==> src/rtl/alu_operand_sequencer.sv <==
// Operand sequencer for the 4-bit ALU decoder: captures A, B and OpCode from the switches on debounced presses.
// Optional ALU_SEQ_LIVE_PREVIEW_EN: the field being loaded follows sw_data every cycle until it is captured.
module alu_operand_sequencer #(
  parameter int DEBOUNCE_CYCLES = 1_000_000,
  parameter int CNT_W           = 20
) (
  input  logic       clk,
  input  logic       rst_n,
  input  logic [3:0] sw_data,
  input  logic       btn_load,
  input  logic       btn_clear,
  output logic [3:0] A,
  output logic [3:0] B,
  output logic [3:0] OpCode,
  output logic [1:0] stage,
  output logic       valid
);

  localparam logic [1:0] LOAD_A  = 2'd0;
  localparam logic [1:0] LOAD_B  = 2'd1;
  localparam logic [1:0] LOAD_OP = 2'd2;
  localparam logic [1:0] READY   = 2'd3;
  localparam logic [CNT_W-1:0] CNT_LAST = CNT_W'(DEBOUNCE_CYCLES - 1);

  // Button index 0 is load, index 1 is clear.
  logic [1:0]       sync1_q, sync1_d, sync2_q, sync2_d, deb_q, deb_d, rise_s;
  logic [CNT_W-1:0] cnt_q [2];
  logic [CNT_W-1:0] cnt_d [2];
  logic [1:0]       state_q, state_d;
  logic [3:0]       a_q, a_d, b_q, b_d, op_q, op_d;
  logic             valid_q, valid_d;
  logic             load_p, clear_p;

  assign sync1_d = {btn_clear, btn_load};
  assign sync2_d = sync1_q;

  // A pulse is raised in the cycle whose closing edge lifts the debounced level, so the capture lands on that edge.
  always_comb begin
    for (int i = 0; i < 2; i++) begin
      cnt_d[i]  = cnt_q[i];
      deb_d[i]  = deb_q[i];
      rise_s[i] = 1'b0;
      if (sync2_q[i] == deb_q[i]) begin
        cnt_d[i] = '0;
      end else if (cnt_q[i] == CNT_LAST) begin
        cnt_d[i]  = '0;
        deb_d[i]  = sync2_q[i];
        rise_s[i] = sync2_q[i];
      end else begin
        cnt_d[i] = cnt_q[i] + CNT_W'(1);
      end
    end
  end

  assign load_p  = rise_s[0];
  assign clear_p = rise_s[1];

  // Sequencer next state and field capture; clear takes priority over load.
  always_comb begin
    state_d = state_q;
    a_d     = a_q;
    b_d     = b_q;
    op_d    = op_q;
`ifdef ALU_SEQ_LIVE_PREVIEW_EN
    case (state_q)
      LOAD_A:  a_d  = sw_data;
      LOAD_B:  b_d  = sw_data;
      LOAD_OP: op_d = sw_data;
      default: a_d  = a_q;
    endcase
`endif
    if (clear_p) begin
      state_d = LOAD_A;
      a_d     = 4'h0;
      b_d     = 4'h0;
      op_d    = 4'h0;
    end else if (load_p) begin
      case (state_q)
        LOAD_A:  begin a_d  = sw_data; state_d = LOAD_B;  end
        LOAD_B:  begin b_d  = sw_data; state_d = LOAD_OP; end
        LOAD_OP: begin op_d = sw_data; state_d = READY;   end
        READY:   begin a_d  = sw_data; state_d = LOAD_B;  end
        default: state_d = LOAD_A;
      endcase
    end else begin
      state_d = state_q;
    end
    valid_d = (state_d == READY);
  end

  // All state registers, cleared asynchronously.
  always_ff @(posedge clk or negedge rst_n) begin
    if (!rst_n) begin
      sync1_q  <= 2'b00;
      sync2_q  <= 2'b00;
      deb_q    <= 2'b00;
      cnt_q[0] <= '0;
      cnt_q[1] <= '0;
      state_q  <= LOAD_A;
      a_q      <= 4'h0;
      b_q      <= 4'h0;
      op_q     <= 4'h0;
      valid_q  <= 1'b0;
    end else begin
      sync1_q  <= sync1_d;
      sync2_q  <= sync2_d;
      deb_q    <= deb_d;
      cnt_q[0] <= cnt_d[0];
      cnt_q[1] <= cnt_d[1];
      state_q  <= state_d;
      a_q      <= a_d;
      b_q      <= b_d;
      op_q     <= op_d;
      valid_q  <= valid_d;
    end
  end

  assign A      = a_q;
  assign B      = b_q;
  assign OpCode = op_q;
  assign stage  = state_q;
  assign valid  = valid_q;

endmodule

==> config.mk <==
export PLATFORM = sky130hd
export DESIGN_NAME = alu_operand_sequencer
export DESIGN_NICKNAME = d
export VERILOG_FILES = /design/src/rtl/alu_operand_sequencer.sv
export SDC_FILE = /design/constraint.sdc
export NUM_CORES = 1
export LEC_CHECK = 0
export CORE_MARGIN = 5
export CORE_UTILIZATION = 34
export DETAILED_ROUTE_END_ITERATION = 10
export HOLD_SLACK_MARGIN = 0.1
export PLACE_DENSITY_LB_ADDON = 0.05
export SLEW_MARGIN = 40
export SYNTH_ARGS = -nofsm -noshare
export SYNTH_HDL_FRONTEND = slang
export SYNTH_SLANG_ARGS = --single-unit
export TNS_END_PERCENT = 1
==> constraint.sdc <==
create_clock -name clk -period 2.7 [get_ports clk]
set_input_delay 0.405 -clock clk [delete_from_list [all_inputs] [get_ports clk]]
set_output_delay 0.405 -clock clk [all_outputs]
set_load 0.03 [all_outputs]
After elaboration in Yosys (flattened, before gate mapping)

Cells that the tools add are included.

Bits in registers: 61
Bits of input ports: 8
Output and inout bits: 15
Word-level logic and storage cells: 54

Add/subtract/negate cells: 2
Equal/unequal tests: 8
Multiplexer cells: 20
Bitwise logic cells: 2
Reduce and logical (&&, ||, !) cells: 11

Operators with widths:

| cell                    | count |
|---|---|
| $mux W20                | 4 |
| $add A20 B1 Y20 const B | 2 |
| $eq A20 B20 Y1 const B  | 2 |
| $mux W4                 | 9 |
| $reduce_and A2 Y1       | 5 |
| $reduce_bool A2 Y1      | 4 |
| $eq A2 B2 Y1 const B    | 3 |
| $pmux W2 S3             | 1 |
| $mux W1                 | 4 |
| $mux W2                 | 2 |
| $eq A1 B1 Y1            | 2 |
| $eq A2 B1 Y1 const B    | 1 |
| $logic_not A2 Y1        | 1 |
| $not A1 Y1              | 2 |
| $reduce_or A2 Y1        | 1 |

Longest topological paths before layout

Gate-level depths: netlist of the first run.

Depth after elaboration: 6
Depth in mapped cells: 7

Least setup slack after synthesis of the first run

OpenSTA, ideal clock, no wires.

Path type: register -> register
From: reg cnt_q[33] in the netlist's numbering
To: reg valid_q (netlist: valid)
Setup time: 0.074 ns
Arrival: 2.170 ns
Required time: 2.626 ns
Slack: 0.456 ns
Stages on the path, launching flop included: 6
Path buffers: 1
Path through: dfrtp_1 or4b_4 or4_4 buf_6 or4_4 a21oi_2

Cells in the longest elaborated chain, start to end: 6

RTL lines:

| item                 | RTL line | source |
|---|---|---|
| start, declared      | 27       | `logic [CNT_W-1:0] cnt_q [2];` |
| $eq A20 B20 Y1       | 45       | `end else if (cnt_q[i] == CNT_LAST) begin` |
| $mux W1              | 45       |  |
| $mux W1              | 43       | `if (sync2_q[i] == deb_q[i]) begin` |
| $mux W2              | 77       | `end else if (load_p) begin` |
| $mux W2              | 72       | `if (clear_p) begin` |
| $eq A2 B2 Y1         | 88       | `valid_d = (state_d == READY);` |
| net valid_d          | 31       | `logic valid_q, valid_d;` |
| end signal, assigned | 114      | `valid_q <= valid_d;` |
| end, declared        | 31       |  |

The timed path passes the listed nets, and every way through them passes these cells.
A chain may end at the register's enable or synchronous reset.

Final worst setup path of the first run

Ends and elaborated chain as after synthesis.

==> summary.txt, run 1 <==
Fmax: 421 MHz
Largest family of logic cells by synthesized area: simple AND/OR/NAND/NOR gates
Yosys warns: 0
Hold crit path type: flip-flop to flip-flop
Adder-cell share of the synthesized area: 0.0208
Detailed placement HPWL: 4.60 mm
R2r endpoint: valid
Routed Antenna Nets: 0
CTS tree: built
Mux share of post-synthesis cell area: 0.00750
Reg area: 1530 µm²
Post-CTS setup repair buffer count: 0
Clk slew on worst S/H paths: 0.07 ns
First-pass GRT wire length: 11.5 mm
Layout filler cell count: 882
Post-synthesis cell type count: 38
DP Area: 3380 µm²
Syn Area/Cell: 9.88 µm²
Power per cell area: 519 nW/µm²
CP endpoint kind: flip-flop
Die width: 104 µm
Pin count of the biggest net entering global routing: 32
Fin. Hold Viols: 0
IO Count: 23
Routed WL per cell: 14.6 µm
Vias in the first global route: 2295
Row Count: 34
Core Area: 8680 µm²
Clk sinks: 61
CP max FO: 19
Peak VDD IR: 0.233 mV
Slowest-stage cell, CP: or4_4
Min Tclk post-route: 2.37 ns
CP Class: flip-flop to flip-flop
Hold_sp: sync1_q[0]
Post-synthesis register bit count: 61
Setup TNS: 0 ns
Hold Path End: sync2_q[0]
Seq/Total Area, Yosys: 0.508
Initial antenna violation count: 0
Grt total ovfl: 0
H-tree levels: 3
ANT cells: 0
Post-Synthesis Cell Area: 3000 µm²
Maximum clock path buffer count: 2
Layout cell share with drive strength beyond 1: 0.106
Final instance area: 3600 µm²
Period utilization: 0.879
Crit path DAT: 2.64 ns
Gpl congestion: 0.808
Final count of negative-setup-slack endpoints: 0
Xor and xnor fraction of the mapped netlist area: 0.0845
DR pass1 iterations: 4
Crit-path most repeated cell: or4_4
Met2 Track Usage GR: 0.184
Area Growth Syn to Fin: 20.0%
Mapped Cells: 304
Max-cap violations: 0
Status: finished clean
GRT Util Overall: 0.128
Worst rel slew slack: 0.584
Initial Utilization: 0.346
Post-Syn Nets: 317
Worst-Skew Late Latency: 0.33 ns
Worst reg2reg path depth: 4
Die ar.: 10800 µm²
Number of I/O port buffers: 22
RSZ-0062 raised after global routing: false
Via count: 2344
Routed vias/inst: 5.22
R2r startpoint: cnt_q[33]
GR peak layer: met2
Clock root buffer: clkbuf_8
Die Y: 104 µm
Cells along the critical path: or4b_4, or4_4, or4_4, a21oi_2
Nets: 349
CP Data Required Time: 2.96 ns
First DRT Iteration DRCs: 37
Compound-gate portion of the synthesized area: 0.0908
Worst-Margin Slew: 0.620 ns
Final wirelength: 6.56 mm
Remaining DRCs: 0
Leak Pwr: 1.37 nW
Layout Skew: 0.0114 ns
Post-Synth Simple-Gate Area: 0.262
CTS Buf Count: 9
Area of the multi-input gates: 1410 µm²
Max incr delay on CP: 0.63 ns
WHS Path Cells: 0
GRT met3 Usage: 0.0292
Fin. max-slew vios: 0
Met1 usage: 0.183
Flop-to-flop setup slack: 0.33 ns
Type of origin of the critical path: flip-flop
[layer usage]
| metal | vias up | part of all wire |
|---|---|---|
| li1 | 1170 | - |
| met1 | 1131 | 0.52 |
| met2 | 35 | 0.43 |
| met3 | 8 | 0.037 |
| met4 | 0 | 0.012 |
| met5 | - | 0 |
[logic make-up after synthesis]
| family | count (synthesis) |
|---|---|
| fa+ha+maj | 5 |
| simple gates | 140 |
| flops | 61 |
| buf+inv | 18 |
| xor+xnor | 29 |
| compound gates | 49 |
| mux | 2 |
[through the flow]
step,utilization,total power (W),cells,hold WS [ns],setup slack (ns)
floorplan,-,0.000973,304,0.109,0.456
CTS,0.415,0.00190,449,0.362,0.339
global placement,0.390,0.00102,432,0.337,0.378
finish,0.415,0.00187,449,0.361,0.327
global route,0.415,0.00195,449,0.366,0.273
detailed placement,0.390,0.00102,432,0.347,0.350
[worst max-delay path by stage]
stage	from	endpoint	slack, ns	depth (start not counted)
after detailed placement	cnt_q[33]	valid	0.35	4
after global placement	cnt_q[33]	valid	0.38	4
after global routing	cnt_q[33]	valid	0.27	4
after floorplan	cnt_q[33]	valid	0.46	5
after CTS	cnt_q[33]	valid	0.34	4
final	cnt_q[33]	valid	0.33	4
[layout by cell type (no fill, tap or decap), types with 6 or more instances in the layout]
cell,n
buf_4,9
nand2_1,12
nand4_1,17
xnor2_1,11
clkbuf_8,12
dfrtp_1,61
o31ai_1,6
a21oi_1,22
clkdlybuf4s50_1,21
xor2_1,18
and4_1,9
nor2_1,36
o21ai_0,17
nand3_1,29
inv_1,7
[cell type report]
cell class / instances / share of cell area
Inverter: 7 / 0.00729
Clock inverter: 3 / 0.0118
Clock buffer: 13 / 0.0469
Multi-Input combinational cell: 225 / 0.392
Timing Repair Buffer: 32 / 0.0812
Sequential cell: 61 / 0.424
Tap cell: 108 / 0.0375
[Yosys cell counts (all sizes together)]
| cell | count | area share |
|---|---|---|
| nor2 | 36 | 0.045 |
| nand4 | 17 | 0.035 |
| buf | 2 | 0.0062 |
| or3 | 5 | 0.010 |
| nor4b | 1 | 0.0029 |
| and3b | 1 | 0.0029 |
| and4b | 1 | 0.0033 |
| o21ai | 18 | 0.030 |
| and3 | 1 | 0.0021 |
| xnor2 | 11 | 0.032 |
| nor4bb | 1 | 0.0033 |
| a21oi | 23 | 0.040 |
| o211ai | 1 | 0.0025 |
| nor3 | 4 | 0.0067 |
| nand3 | 29 | 0.048 |
| clkbuf | 9 | 0.011 |
| or4b | 2 | 0.0079 |
| nand4b | 1 | 0.0029 |
| or4 | 7 | 0.020 |
| and2 | 1 | 0.0021 |
| o21bai | 1 | 0.0037 |
| o31ai | 6 | 0.015 |
| and4 | 10 | 0.030 |
| nor4 | 6 | 0.012 |
| xor2 | 18 | 0.052 |
| nand2 | 12 | 0.015 |
| ha | 5 | 0.021 |
| nand3b | 3 | 0.0075 |
| mux2 | 2 | 0.0075 |
| inv | 7 | 0.0087 |
| dfrtp | 61 | 0.51 |
| nand2b | 1 | 0.0021 |
| nor2b | 1 | 0.0021 |
[power by group]
part	switching, W	internal (W)	total (W)
clock network	0.000370	0.000501	0.000872
logic	0.0000405	0.0000236	0.0000641
registers	0.00000996	0.000924	0.000934
[state kept, by name, indices dropped and copies added, names as in the netlist]
signal / cells
sync1_q: 2
stage: 2
sync2_q: 2
OpCode: 4
B: 4
cnt_q: 40
valid: 1
deb_q: 2
A: 4
[critical path, delay by kind of cell, from the launching register on]
kind | cells | cell delay [ns]
AOI/OAI and AO/OA | 1 | 0.13
DFF | 1 | 0.44
and+or+nand+nor | 3 | 1.73
[timing repair]
| action | in CTS | in global routing |
|---|---|---|
| endpoints found under the hold margin | 9 | 0 |
| resized for setup | 0 | 0 |
| setup endpoints to repair | 0 | 0 |
| hold buffers | 1 | 0 |
Note: power is estimated with default switching activity, not from simulation.
==> run 2: changes to the inputs <==
Settings changed: CORE_ASPECT_RATIO set to 1.5.
==> run 2 against run 1 <==
Fmax increased by 1.3%. Clock power increased by 33%. Wire length increased by 5.2%. Total power increased by 15%. Sequential share of layout area decreased by 0.98 points. Combinational power decreased by 3%. Worst hold slack got worse by 0.0034 ns. Via count about the same. Cell area increased by 2.4%. Critical path depth unchanged. Non-clock buffer count decreased by 1. Critical path type unchanged. Largest power group is now the clock network.
==> summary.txt, run 2 (synthesis gave the netlist of run 1 again) <==
Status: finished clean (unchanged)
First-pass GRT wire length: 11.7 mm (was 11.5 mm)
Row Count: 42 (was 34)
Remaining DRCs: 0 (unchanged)
Worst-Margin Slew: 0.624 ns (was 0.620 ns)
CP max FO: 19 (unchanged)
Hold crit path type: flip-flop to flip-flop (unchanged)
CTS tree: built (unchanged)
Routed WL per cell: 15.4 µm (was 14.6 µm)
Most frequent cells in the layout: dfrtp_1, nor2_1, nand3_1 (unchanged)
Critical path's top delay family: simple AND/OR/NAND/NOR gates (unchanged)
Gpl congestion: 0.763 (was 0.808)
Period utilization: 0.868 (was 0.879)
Peak VDD IR: 0.403 mV (was 0.233 mV)
Worst setup endpoint: valid (unchanged)
Clk sinks: 61 (unchanged)
Setup TNS: 0 ns (unchanged)
Number of I/O port buffers: 22 (unchanged)
Crit-path most repeated cell: or4_4 (unchanged)
Die Y: 125 µm (was 104 µm)
Max incr delay on CP: 0.62 ns (was 0.63 ns)
Worst-Skew Late Latency: 0.33 ns (about the same)
Worst rel slew slack: 0.581 (was 0.584)
Buf/Inv on CP: 0 (unchanged)
Tot Pwr: 0.00215 W (was 0.00187 W)
Area Growth Syn to Fin: 22.8% (was 20.0%)
First DRT Iteration DRCs: 123 (was 37)
ANT cells: 0 (unchanged)
Clk slew on worst S/H paths: 0.06 ns (was 0.07 ns)
Die ar.: 10900 µm² (was 10800 µm²)
CP endpoint kind: flip-flop (unchanged)
Final count of negative-setup-slack endpoints: 0 (unchanged)
Vias in the first global route: 2324 (was 2295)
Nets: 348 (was 349)
IO Count: 23 (unchanged)
Layout Skew: 0.00964 ns (was 0.0114 ns)
Maximum clock path buffer count: 2 (unchanged)
Min Tclk post-route: 2.34 ns (was 2.37 ns)
Max-cap violations: 0 (unchanged)
H-tree levels: 3 (unchanged)
R2r endpoint: valid (unchanged)
Detailed placement HPWL: 4.92 mm (was 4.60 mm)
Register name with the most flops: cnt_q (unchanged)
Most common cell after layout, fill and taps aside: dfrtp_1 (unchanged)
Power per cell area: 584 nW/µm² (was 519 nW/µm²)
CP Class: flip-flop to flip-flop (unchanged)
Crit. Startpoint: cnt_q[33] (unchanged)
Fmax: 427 MHz (was 421 MHz)
R2r startpoint: cnt_q[33] (unchanged)
Cells along the critical path: or4b_4, or4_4, or4_4, a21oi_2 (unchanged)
Clock root buffer: clkbuf_16 (was clkbuf_8)
Grt total ovfl: 0 (unchanged)
Routed vias/inst: 5.22 (about the same)
Crit path DAT: 2.60 ns (was 2.64 ns)
Worst reg2reg path depth: 4 (unchanged)
Initial antenna violation count: 0 (unchanged)
DR pass1 iterations: 4 (unchanged)
RSZ-0062 raised after global routing: false (unchanged)
Type of origin of the critical path: flip-flop (unchanged)
Die width: 86.8 µm (was 104 µm)
Final wirelength: 6.90 mm (was 6.56 mm)
Layout filler cell count: 903 (was 882)
Flop-to-flop setup slack: 0.36 ns (was 0.33 ns)
Max FFs per register: 40 (unchanged)
Via count: 2345 (was 2344)
Leak Pwr: 1.40 nW (was 1.37 nW)
CTS Buf Count: 9 (unchanged)
Fin. max-slew vios: 0 (unchanged)
GRT Util Overall: 0.139 (was 0.128)
Routed Antenna Nets: 0 (unchanged)
Layout cell share with drive strength beyond 1: 0.100 (was 0.106)
CP Depth: 4 (unchanged)
Pin count of the biggest net entering global routing: 26 (was 32)
Fin. Hold Viols: 0 (unchanged)
CP Data Required Time: 2.95 ns (was 2.96 ns)
Slowest-stage cell, CP: or4_4 (unchanged)
Core Area: 8720 µm² (was 8680 µm²)
Initial Utilization: 0.344 (was 0.346)
run 2: timing repair:
| item | 4_1_cts | 5_1_grt |
|---|---|---|
| endpoints found under the hold margin | 17 | 0 |
| setup buffers | 0 | 0 |
| setup endpoints to repair | 0 | 0 |
| resized for setup | 0 | 0 |
| hold buffers | 1 | 0 |
run 2: worst min path at each step:
| stage | start | end | slack, ns | cells after the start |
|---|---|---|---|---|
| final | sync1_q[1] | sync2_q[1] | 0.36 | 0 |
| after floorplan | rst_n | A[0] | 0.11 | 0 |
| after global routing | sync1_q[1] | sync2_q[1] | 0.37 | 0 |
| after global placement | sync1_q[1] | sync2_q[1] | 0.34 | 0 |
| after detailed placement | sync1_q[1] | sync2_q[1] | 0.34 | 0 |
| after CTS | sync1_q[1] | sync2_q[1] | 0.36 | 0 |
run 2: final cells by class:
class                           count  area [µm²]  share of cell area
Clock inverter                      3        45.0              0.0122
Timing Repair Buffer               31         285              0.0773
Multi-Input combinational cell    225        1410               0.383
Sequential cell                    61        1530               0.414
Clock buffer                       12         256              0.0695
Inverter                            7        26.3             0.00712
Tap cell                          110         138              0.0373
run 2: per-layer routing:
layer	global-route usage	up-vias	part of all wire	routed length, µm
met2	0.234	32	0.53	3680
li1	-	1175	-	-
met3	0.0454	8	0.038	263
met5	0	-	0	0
met4	0.0569	0	0.017	118
met1	0.160	1130	0.41	2840
run 2: worst reg2reg max path, cell delays in order (launching register included):
cell     delay, ns
dfrtp_1       0.43
or4b_4        0.56
or4_4         0.62
or4_4         0.52
a21oi_2       0.14
run 2: metrics by stage:
step / util / worst slack (ns) / instances / hold WS [ns] / cell area, µm²
2_1_floorplan: - / 0.456 / 304 / 0.109 / 3000
3_3_place_gp: 0.387 / 0.394 / 433 / 0.337 / 3380
3_5_place_dp: 0.387 / 0.376 / 433 / 0.336 / 3380
4_1_cts: 0.423 / 0.356 / 449 / 0.363 / 3690
5_1_grt: 0.423 / 0.277 / 449 / 0.367 / 3690
6_report: 0.423 / 0.357 / 449 / 0.357 / 3690
run 2: power by group:
group | switching (W) | internal [W] | leakage (nW)
combinational | 0.0000396 | 0.0000225 | 0.485
sequential | 0.00000949 | 0.000926 | 0.775
clock | 0.000398 | 0.000758 | 0.141
total | 0.000447 | 0.00171 | 1.40
==> edit 1, RTL diff (settings of run 1) <==
Set the parameter `CNT_W` to 22 (it was 20).
--- a/src/rtl/alu_operand_sequencer.sv
+++ b/src/rtl/alu_operand_sequencer.sv
@@ -4,3 +4,3 @@
   parameter int DEBOUNCE_CYCLES = 1_000_000,
-  parameter int CNT_W           = 20
+  parameter int CNT_W           = 22
 ) (
Function: no difference found for any inputs over 10 cycles, from zero or initial values and one cycle with rst_n low; that may be too few to reach the edited logic, so the function may still have changed.
==> edit 1 against run 1 <==
Wire length grew 11%; via count grew 7.8%; worst setup slack gained 0.33 ns; count of clock-buffer cells in the layout grew 1; sequential cell count grew 4; worst hold slack lost 0.00082 ns; design area grew 6.2%; total power grew 6.7%; area after synthesis grew 7.1%.
==> edit 1: results (changes against run 1) <==
* Outcome: finished clean
* Syn nets at 340 (+7.3%)
* Placer Congestion at 0.727 (-9.9%)
* Initial DRC count at 127 (+240%)
* Number of fill cells in the layout at 908 (+2.9%)
* Nets at 367 (+5.2%)
* Leakage at 0.00150 µW (+9.2%)
* Peak VDD IR at 0.277 mV (+19%)
* First-pass GRT wire length at 12700 µm (+11%)
* Sw Share at 20.8% (-1.7 points)
* Mux cell area share after synthesis at 0.350% (-0.40 points)
* Slowest cell on crit path: or4_1
* Routed WL at 7270 µm (+11%)
* Leading post-synthesis cells by cell area: dfrtp_1 (51%), a21oi_1 (4.7%), nand3_1 (4.7%), xor2_1 (4.4%), nor2_1 (3.6%)
* Worst endpoint data arrival time at 2.30 ns (-0.34 ns)
* Pre-CTS setup slack at 0.694 ns (+0.343 ns)
* Critical Path Start: cnt_q[22]
* Vias in the first global route at 2491 (+8.5%)
* Max reg flops at 44 (+10%)
* Critical path destination: cnt_q[38]
* Post-Place Cell Area at 3590 µm² (+6.3%)
* Compound-Gate Fraction of Synth Area at 11.2% (+2.2 points)
* DP HPWL at 5000 µm (+8.8%)
* XOR/XNOR Fraction of Synth Area at 7.08% (-1.4 points)
* Clock Skew at 0.00562 ns (-0.00579 ns)
* Count of cell types in the netlist at 37 (-2.6%)
* Crit path largest cell delay at 0.55 ns (-0.08 ns)
* Crit-path max FO at 11 (-8)
[edit 1: changes by cell type after synthesis, sizes merged, moves of 4 or more]
| cell | run 1 | this run |
|---|---|---|
| dfrtp | 61 | 65 |
| buf | 2 | 10 |
| o31ai | 6 | 11 |
| and3 | 1 | 9 |
| or4 | 7 | 11 |
| a21oi | 23 | 30 |
| nor2 | 36 | 31 |
| clkbuf | 9 | 4 |
[edit 1: cell families (layout without fill, tap and decap cells)]
family / Yosys count / count (layout)
simple gates: 142 / 142
compound gates: 65 / 65
flops: 65 / 65
xor+xnor: 26 / 26
buf+inv: 23 / 55
fa+ha+maj: 5 / 5
mux: 1 / 1
[edit 1: per-layer routing]
metal | track usage (%) | routed length [µm]
met5 | 0 | 0
met1 | 20.1 | 3760
met2 | 20.0 | 3140
met4 | 4.75 | 96
met3 | 3.30 | 276
[edit 1: how the worst min path moves through the flow]
| stage | from | endpoint | slack, ns | cells after the start |
|---|---|---|---|---|
| floorplan | rst_n | A[0] | 0.11 | 0 |
| global placement | rst_n | cnt_q[42] | 0.26 | 1 |
| detailed placement | rst_n | cnt_q[42] | 0.26 | 1 |
| CTS | sync1_q[1] | sync2_q[1] | 0.36 | 0 |
| global route | sync1_q[1] | sync2_q[1] | 0.37 | 0 |
| finish | sync1_q[1] | sync2_q[1] | 0.36 | 0 |
[edit 1: area by class of cell]
| type | count | share of cell area (%) |
|---|---|---|
| Timing Repair Buffer | 30 | 7.59 |
| Tap cell | 129 | 4.22 |
| Clock buffer | 14 | 4.25 |
| Inverter | 9 | 0.883 |
| Sequential cell | 65 | 42.5 |
| Clock inverter | 2 | 1.57 |
| Multi-Input combinational cell | 239 | 39.0 |
[edit 1: what timing repair did]
item	CTS	global route
hold endpoints to repair	5	0
buffers inserted	0	0
hold buffers	1	0
[edit 1: through the flow]
stage	hold slack (ns)	utilization, %	cells
final	0.360	41.4	488
after global placement	0.258	38.9	471
after floorplan	0.109	-	327
after global routing	0.366	41.4	488
after CTS	0.359	41.4	488
after detailed placement	0.258	38.9	471
[edit 1: power by group through the flow]
stage / combinational (µW) / clock [µW] / sequential, µW
finish: 65.8 / 934 / 994
global placement: 68.8 / 0 / 1010
floorplan: 24.5 / 0 / 1010
global route: 77.5 / 1010 / 995
detailed placement: 67.5 / 0 / 1010
CTS: 69.1 / 982 / 994
==> edit 2, RTL diff (flow settings as in run 1) <==
Without the edit above. Register the inputs `btn_load` and `btn_clear` before use, without a reset. The logic sees them one clock later. The other inputs are not delayed to match.
--- a/src/rtl/alu_operand_sequencer.sv
+++ b/src/rtl/alu_operand_sequencer.sv
@@ -24,2 +24,10 @@
 
+  logic btn_load_q;
+  logic btn_clear_q;
+
+  always_ff @(posedge clk) begin
+    btn_load_q  <= btn_load;
+    btn_clear_q <= btn_clear;
+  end
+
   // Button index 0 is load, index 1 is clear.
@@ -33,3 +41,3 @@
 
-  assign sync1_d = {btn_clear, btn_load};
+  assign sync1_d = {btn_clear_q, btn_load_q};
   assign sync2_d = sync1_q;
Behaviour: no difference found for any inputs over 10 cycles, from zero or initial values and one cycle with rst_n low; that may be too few to reach the edited logic, so the function may still have changed.
==> edit 2 against run 1 <==
Clock skew is 0.0020 ns lower; sequential cell count is 2 higher; area after synthesis is 0.58% higher; design area is 1.4% lower; total power is 7.7% lower; core utilization is 0.58 points lower; wire length is 1.7% lower; synthesized cell count is 2.6% lower; worst setup slack better by 0.25 ns; critical endpoint is now cnt_q[12].
==> edit 2: results (changes against run 1) <==
* Pre-CTS setup slack at 0.563 ns (+0.213 ns)
* Crit-path max FO at 10 (-9)
* TritonCTS Buffers at 9 (unchanged)
* Leakage at 0.00136 µW (-0.43%)
* Outcome: finished clean
* First-pass GRT wire length at 11300 µm (-1.5%)
* Nets at 340 (-2.6%)
* Number of max-cap violations at 0 (unchanged)
* Fmax at 0.471 GHz (+12%)
* Clock Skew at 0.00936 ns (-0.00204 ns)
* Root buffer cell: clkbuf_8
* Compound-Gate Fraction of Synth Area at 8.70% (-0.38 points)
* Synthesis Warnings at 0 (unchanged)
* Post-CTS resize count at 0 (unchanged)
* Share of cells above drive strength 1 at 9.37% (-1.2 points)
* Post-synth ARST share at 96.8% (-3.2 points)
* WHS at 0.328 ns (-0.0331 ns)
* Max-slew headroom at 51.9% (-6.4 points)
* Combinational power share at 3.7% (+0.3 points)
* Pin count of the biggest net entering global routing at 37 (+16%)
* Synth top cells by count: dfrtp_1 (61), nor2_1 (35), nand3_1 (25)
* Max reg flops at 40 (unchanged)
* Syn nets at 309 (-2.5%)
* XOR/XNOR Fraction of Synth Area at 8.41% (-0.049 points)
* Peak VDD IR at 0.293 mV (+26%)
* R2R depth at 6 (+2)
* WHS Endpoint: sync1_q[1]
* Hold_sp: btn_clear_q
* Clk_lat worst skew at 0.33 ns (about the same)
* Post-Synth Adder-Cell Area at 2.07% (-0.012 points)
* Initial DRC count at 54 (+46%)
* Leading post-synthesis cells by cell area: dfrtp_1 (51%), xor2_1 (4.9%), nor2_1 (4.3%), nand3_1 (4.1%), a21oi_1 (3.8%)
* Post-Place Cell Area at 3380 µm² (about the same)
* Post-Syn Area per Cell at 10.2 µm² (+3.3%)
* Mux cell area share after synthesis at 1.08% (+0.33 points)
* Hold depth at 0 (unchanged)
* Sw power at 396 µW (-6.0%)
* Routed WL at 6450 µm (-1.7%)
* Seq pwr share at 55.9% (+6.0 points)
* Count of cell types in the netlist at 40 (+5.3%)
* Dpl cells at 423 (-2.1%)
* Post-route insts no fill at 439 (-2.2%)
* Post-synthesis sequential area ratio at 51.8% (+1.0 points)
* Number of fill cells in the layout at 892 (+1.1%)
* Pwr Density at 486 nW/µm² (-6.4%)
* Vias at 2236 (-4.6%)
* Reg2Reg Setup Slack at 0.57 ns (+0.25 ns)
* Hold_buf cts at 1 (unchanged)
* Startpoint type of the worst setup path: register
* Critical path destination: cnt_q[12]
* Global Route Usage Sum at 12.8% (+0.063 points)
* Worst endpoint data arrival time at 2.34 ns (-0.30 ns)
* DP HPWL at 4430 µm (-3.7%)
* Placer Congestion at 0.751 (-7.0%)
* Reg2reg start: cnt_q[0]
edit 2: per-layer routing:
| layer | GRT usage, % | part of all wire (%) |
|---|---|---|
| met4 | 3.61 | 0.77 |
| met2 | 18.4 | 45 |
| met1 | 18.1 | 50 |
| met5 | 0 | 0 |
| met3 | 4.59 | 3.5 |
edit 2: area by class of cell:
class	instances	area (µm²)	area share [%]
multi-input combinational	214	1370	38.4
tap	108	135	3.80
clock inverter	2	10.0	0.282
sequential	63	1570	44.1
clock buffer	13	149	4.19
timing repair buffer	31	298	8.38
inverter	8	30.0	0.845
edit 2: critical path, stage by stage (launching register included):
cell and delay, ns:
dfrtp_1 0.39, ha_1 0.25, nand4_2 0.15, or4_4 0.58
o21bai_2 0.33, buf_4 0.25, nor2_1 0.06
edit 2: cell families after synthesis:
logic type / count (synthesis)
adders and majority gates: 5
buffers and inverters: 19
AOI/OAI and AO/OA: 48
DFF: 63
and+or+nand+nor: 129
xor gates and xnor gates: 29
muxes: 3
